--- config.mk ---
export PLATFORM = sky130hd
export DESIGN_NAME = sram_d_obi_arbiter
export DESIGN_NICKNAME = d
export VERILOG_FILES = /design/src/rtl/soc_obi_pkg.sv /design/src/rtl/obi_id_fifo.sv /design/src/rtl/sram_d_obi_arbiter.sv
export SDC_FILE = /design/constraint.sdc
export NUM_CORES = 1
export LEC_CHECK = 0
export BUFFER_PORTS_ARGS = -buffer_cell sky130_fd_sc_hd__buf_2
export CORE_AREA = 8 8 116 118
export DETAILED_ROUTE_END_ITERATION = 7
export DIE_AREA = 0 0 124 126
export GPL_ROUTABILITY_DRIVEN = 0
export GPL_TIMING_DRIVEN = 1
export RECOVER_POWER = 100
export SYNTH_ARGS = -nofsm -noshare
export SYNTH_HDL_FRONTEND = slang
export SYNTH_SLANG_ARGS = --single-unit
--- constraint.sdc ---
create_clock -name clk_i -period 3.1 [get_ports clk_i]
set_clock_uncertainty 0.05 [all_clocks]
set_input_delay 0.155 -clock clk_i [delete_from_list [all_inputs] [get_ports clk_i]]
set_output_delay 0.155 -clock clk_i [all_outputs]
set_load 0.03 [all_outputs]
--- src/rtl/soc_obi_pkg.sv ---
// Shared OBI request/response types for the SoC data-side interconnect.
package soc_obi_pkg;

  localparam int OBI_AW = 32;

  typedef struct packed {
    logic              req;
    logic [OBI_AW-1:0] addr;
    logic              we;
    logic [3:0]        be;
    logic [31:0]       wdata;
  } obi_req_t;

  typedef struct packed {
    logic        gnt;
    logic        rvalid;
    logic [31:0] rdata;
  } obi_rsp_t;

endpackage

--- src/rtl/obi_id_fifo.sv ---
// In-order FIFO of master indices, one entry per accepted-but-unanswered transaction.
module obi_id_fifo #(
  parameter int DEPTH = 2,
  parameter int W     = 1
) (
  input  logic                   clk_i,
  input  logic                   rst_ni,
  input  logic                   push_i,
  input  logic [W-1:0]           data_i,
  input  logic                   pop_i,
  output logic [W-1:0]           data_o,
  output logic                   full_o,
  output logic                   empty_o,
  output logic [$clog2(DEPTH):0] count_o
);

  localparam int PTR_W = (DEPTH > 1) ? $clog2(DEPTH) : 1;
  localparam int CNT_W = $clog2(DEPTH) + 1;

  logic [W-1:0]     mem [DEPTH];
  logic [PTR_W-1:0] wr_ptr, rd_ptr;
  logic [CNT_W-1:0] count;
  logic             do_push, do_pop;

  assign full_o  = (count == CNT_W'(DEPTH));
  assign empty_o = (count == '0);
  assign count_o = count;
  assign data_o  = mem[rd_ptr];

  // A push into a full FIFO is only legal when the head leaves in the same cycle.
  assign do_push = push_i & (~full_o | pop_i);
  assign do_pop  = pop_i & ~empty_o;

  always_ff @(posedge clk_i) begin
    if (do_push) mem[wr_ptr] <= data_i;
  end

  always_ff @(posedge clk_i or negedge rst_ni) begin
    if (!rst_ni) begin
      wr_ptr <= '0;
      rd_ptr <= '0;
      count  <= '0;
    end else begin
      if (do_push) wr_ptr <= (wr_ptr == PTR_W'(DEPTH - 1)) ? '0 : wr_ptr + 1'b1;
      if (do_pop)  rd_ptr <= (rd_ptr == PTR_W'(DEPTH - 1)) ? '0 : rd_ptr + 1'b1;
      case ({do_push, do_pop})
        2'b10:   count <= count + 1'b1;
        2'b01:   count <= count - 1'b1;
        default: count <= count;
      endcase
    end
  end

endmodule

--- src/rtl/sram_d_obi_arbiter.sv ---
// Round-robin N-to-1 OBI arbiter feeding the SRAM data port; responses are
// steered back to their issuing master through an in-order owner FIFO.
module sram_d_obi_arbiter
  import soc_obi_pkg::*;
#(
  parameter int NUM_MASTERS     = 2,
  parameter int MAX_OUTSTANDING = 2,
  parameter int IDX_W           = (NUM_MASTERS > 1) ? $clog2(NUM_MASTERS) : 1
) (
  input  logic                        clk_i,
  input  logic                        rst_ni,
  input  logic [NUM_MASTERS-1:0]      m_req_i,
  output logic [NUM_MASTERS-1:0]      m_gnt_o,
  input  logic [NUM_MASTERS*32-1:0]   m_addr_i,
  input  logic [NUM_MASTERS-1:0]      m_we_i,
  input  logic [NUM_MASTERS*4-1:0]    m_be_i,
  input  logic [NUM_MASTERS*32-1:0]   m_wdata_i,
  output logic [NUM_MASTERS-1:0]      m_rvalid_o,
  output logic [NUM_MASTERS*32-1:0]   m_rdata_o,
  output logic                        s_req_o,
  input  logic                        s_gnt_i,
  output logic [31:0]                 s_addr_o,
  output logic                        s_we_o,
  output logic [3:0]                  s_be_o,
  output logic [31:0]                 s_wdata_o,
  input  logic                        s_rvalid_i,
  input  logic [31:0]                 s_rdata_i,
  output logic                        resp_err_o
);

  localparam int CNT_W = $clog2(MAX_OUTSTANDING) + 1;

  logic [OBI_AW-1:0] addr_a  [NUM_MASTERS];
  logic [31:0]       wdata_a [NUM_MASTERS];
  logic [3:0]        be_a    [NUM_MASTERS];

  for (genvar g = 0; g < NUM_MASTERS; g++) begin : g_unpack
    assign addr_a[g]  = m_addr_i[g*32 +: 32];
    assign wdata_a[g] = m_wdata_i[g*32 +: 32];
    assign be_a[g]    = m_be_i[g*4 +: 4];
  end

  logic [IDX_W-1:0] rr_ptr, win_idx, cand, head_idx;
  logic             found;
  int               sum;
  obi_req_t         win;
  logic             can_issue, hs, pop;
  logic             fifo_full, fifo_empty;
  logic [CNT_W-1:0] fifo_count;

  // Scan from the round-robin pointer; first requester wins.
  always_comb begin
    found   = 1'b0;
    win_idx = '0;
    cand    = '0;
    sum     = 0;
    win     = '0;
    for (int i = 0; i < NUM_MASTERS; i++) begin
      sum = int'(rr_ptr) + i;
      if (sum >= NUM_MASTERS) sum = sum - NUM_MASTERS;
      cand = IDX_W'(sum);
      if (!found && m_req_i[cand]) begin
        found   = 1'b1;
        win_idx = cand;
      end
    end
    if (found) begin
      win.req   = 1'b1;
      win.addr  = addr_a[win_idx];
      win.we    = m_we_i[win_idx];
      win.be    = be_a[win_idx];
      win.wdata = wdata_a[win_idx];
    end
  end

  // Gate uses the registered count only, so rvalid never reaches the grant combinationally.
  assign can_issue = (fifo_count < CNT_W'(MAX_OUTSTANDING));
  assign s_req_o   = rst_ni & can_issue & win.req;
  assign hs        = s_req_o & s_gnt_i;
  assign s_addr_o  = win.addr;
  assign s_we_o    = win.we;
  assign s_be_o    = win.be;
  assign s_wdata_o = win.wdata;

  assign pop       = rst_ni & s_rvalid_i & ~fifo_empty;
  assign m_rdata_o = {NUM_MASTERS{s_rdata_i}};

  always_comb begin
    m_gnt_o    = '0;
    m_rvalid_o = '0;
    if (hs)  m_gnt_o[win_idx]     = 1'b1;
    if (pop) m_rvalid_o[head_idx] = 1'b1;
  end

  obi_id_fifo #(
    .DEPTH (MAX_OUTSTANDING),
    .W     (IDX_W)
  ) u_owner_fifo (
    .clk_i   (clk_i),
    .rst_ni  (rst_ni),
    .push_i  (hs & ~fifo_full),
    .data_i  (win_idx),
    .pop_i   (pop),
    .data_o  (head_idx),
    .full_o  (fifo_full),
    .empty_o (fifo_empty),
    .count_o (fifo_count)
  );

  always_ff @(posedge clk_i or negedge rst_ni) begin
    if (!rst_ni) begin
      rr_ptr     <= '0;
      resp_err_o <= 1'b0;
    end else begin
      if (hs) rr_ptr <= (win_idx == IDX_W'(NUM_MASTERS - 1)) ? '0 : win_idx + 1'b1;
      if (s_rvalid_i && fifo_empty) resp_err_o <= 1'b1;
    end
  end

endmodule

==> flow_summary.toml <==
[synthesis]
syn_nets = 519
ys.warnings.count = 0
synthFlopType = "dfrtp_1"
yosysTopAreaCell = "o211ai_1"
synth_most_common_cell = "o211ai_1"
synth.avg_cell_area_um2 = 6.39
yosys-top-cells-count = "o211ai_1 (70), nand2_1 (69), buf_4 (66)"
async_flop_share_pct = 75.0
yosys_register_bits = 8
yosys.area.top_type_share_pct = 24.0
synth_area_um2 = 2190
synth-edff-count = 2
ys_types = 24
synth_seq_area_share_pct = 9.62
synthTopCellsByArea = "o211ai_1 (24%), buf_4 (23%), o21ai_0 (14%), nand2_1 (12%), dfrtp_1 (6.9%)"
syn_inst = 342

[setup_path]
required_ns = 2.89
r2r_setup_slack_ns = 1.48
crit_arrival_ns = 1.97
critPathCaptureType = "output pin"
critPathMaxFanout = 9
r2r-end = "u_owner_fifo.count_o[1]"
cp_slowest_cell = "dlygate4sd3_1"
rr_worst_depth = 5
path_common_cell = "clkbuf_1"
slowest_delay_ns = 0.54
cp_cell_sequence = "dlygate4sd3_1 -> clkbuf_1 -> o2111ai_1 -> nor2_1 -> clkbuf_1"
path_class = "primary input to output pin"
start_kind = "primary input"
r2r-start = "u_owner_fifo.count_o[0]"

[sta]
slew_violations = 0
hold_viol_final = 0
worst_pin_slew_ns = 0.730
whs_ns = 0.0965
rsz0062_at_grt = "false"
fmax_mhz = 460
min_period_ns = 2.18
setup_viol = 0
slew_headroom_pct = 51.3
period_share_pct = 70.2
finalSetupTns_ns = 0

[cts]
post_cts_buffers = 0
htreeDepth = 1
clock_sinks = 8
ctsResizeCount = 0
cts-buffers-inserted = 3
path_clk_slew_ns = 0.04
clk_latency_ns = 0.23
hold_buffers = 1
cts_buffer_depth = 2
cts_root_buffer = "clkbuf_16"
cts_tree = "done"

[drt]
viasPerCell = 4.63
dr.pass1.iters = 4
vias = 2859
avgRoutedWirePerCell_um = 15.9
drtAntennaViolNets = 0
drt_iter0_drc = 113
drc = 0
wl_um = 9810

[finish]
antenna_cells = 0
drive_gt1_share_pct = 33.8
num-nets-final = 649
stdcell_count = 618
design_area_um2 = 2850
area_growth_pct = 30.3

[power]
powerDensity_nw_per_um2 = 487
p_leak_nw = 1.23
peakVddDrop_uv = 274

[die]
ios = 315
die_w_um = 124
chipHeight_um = 126
start_util_pct = 18.7
die_area_um2 = 15600
row_count = 40
core_um2 = 11700

[place]
placed_cell_area_um2 = 2860
dpl.cell_count = 613
io_buffers = 218
dpl.hpwl_um = 7680

[flow_run]
maxCapViolations = 0

[global_routing]
grt_max_degree = 72
first_global_vias = 2797
grt_pass1_wl_um = 14100
grtUsageTotal_pct = 10.9
antenna_found_initial = 0
gr-total-overflow = 0

[outcome]
status = "finished clean"

[min_path]
hp-start = "s_rvalid_i"
min_path_cells = 2
hold_path_class = "primary input to register"
holdPathEnd = "resp_err_o"
-- worst max-delay path by stage --
stage	startpoint	to	slack [ns]
after floorplan	rr_ptr	s_addr_o[12]	1.37
after global placement	m_req_i[1]	u_owner_fifo.count_o[1]	1.23
after detailed placement	m_req_i[1]	u_owner_fifo.count_o[1]	1.19
after CTS	rr_ptr	s_wdata_o[3]	1.14
after global routing	rst_ni	m_gnt_o[0]	0.78
final	rst_ni	m_gnt_o[0]	0.92
-- cells by family (layout without fill, tap and decap cells) --
logic type	Yosys count	after routing	synth area share, %
buffers and inverters	106	235	31.1
adders and majority gates	1	1	0.572
AOI/OAI and AO/OA	143	143	42.2
xor gates and xnor gates	5	5	2.00
and+or+nand+nor	77	77	13.6
DFF	8	8	9.62
muxes	2	2	0.916
-- worst max-delay path: cells and delay by family --
| kind | cells | cell delay, ns |
|---|---|---|
| AOI/OAI and AO/OA | 1 | 0.37 |
| buffers and inverters | 3 | 1.26 |
| and+or+nand+nor | 1 | 0.18 |
-- layer usage --
layer  up-vias  global-route usage [%]  share of wire [%]
met2       180                    19.2                 48
li1       1411                       -                  -
met3        21                    2.55                 12
met5         -                       0                  0
met1      1247                    12.7                 39
met4         0                    3.22                1.5
-- sequential cells by signal, indices dropped and copies added (netlist names) --
register	count
u_owner_fifo.count_o	2
rr_ptr	1
u_owner_fifo.wr_ptr	1
u_owner_fifo.mem	2
resp_err_o	1
u_owner_fifo.rd_ptr	1
-- report_power, final --
group          leakage (nW)  internal, mW  total (mW)  switching, mW
Clock                0.0382         0.171       0.221         0.0493
Sequential           0.0839         0.148       0.178         0.0294
Combinational          1.11         0.271       0.990          0.719
-- area by class of cell --
cell class	count	area, µm²
Tap cell	147	184
Fill cell	1402	8860
Timing Repair Buffer	227	1070
Multi-Input combinational cell	228	1290
Sequential cell	8	211
Clock buffer	4	78.8
Inverter	4	15.0
-- stage by stage --
step	power, mW	setup WS, ns	util [%]
after floorplan	1.05	1.37	-
after global placement	1.21	1.23	24.4
after detailed placement	1.21	1.19	24.4
after CTS	1.44	1.14	25.1
after global routing	1.49	0.780	24.3
final	1.39	0.924	24.3
-- cells in the final DEF (no fill, tap or decap), types with 2 or more instances in the layout --
| master | Yosys | routed |
|---|---|---|
| dfrtp_1 | 6 | 5 |
| nor2_1 | 5 | 5 |
| o211ai_1 | 70 | 70 |
| inv_1 | 3 | 3 |
| clkbuf_1 | 17 | 74 |
| o21ai_1 | 6 | 6 |
| mux2i_1 | 2 | 2 |
| buf_2 | 10 | 145 |
| o21ai_0 | 63 | 63 |
| nand2_1 | 69 | 69 |
| clkbuf_16 | 0 | 3 |
| edfxtp_1 | 2 | 2 |
| buf_4 | 66 | 8 |
| and3_1 | 2 | 2 |
| xnor2_1 | 5 | 5 |
Note: power is estimated with default switching activity, not from simulation.
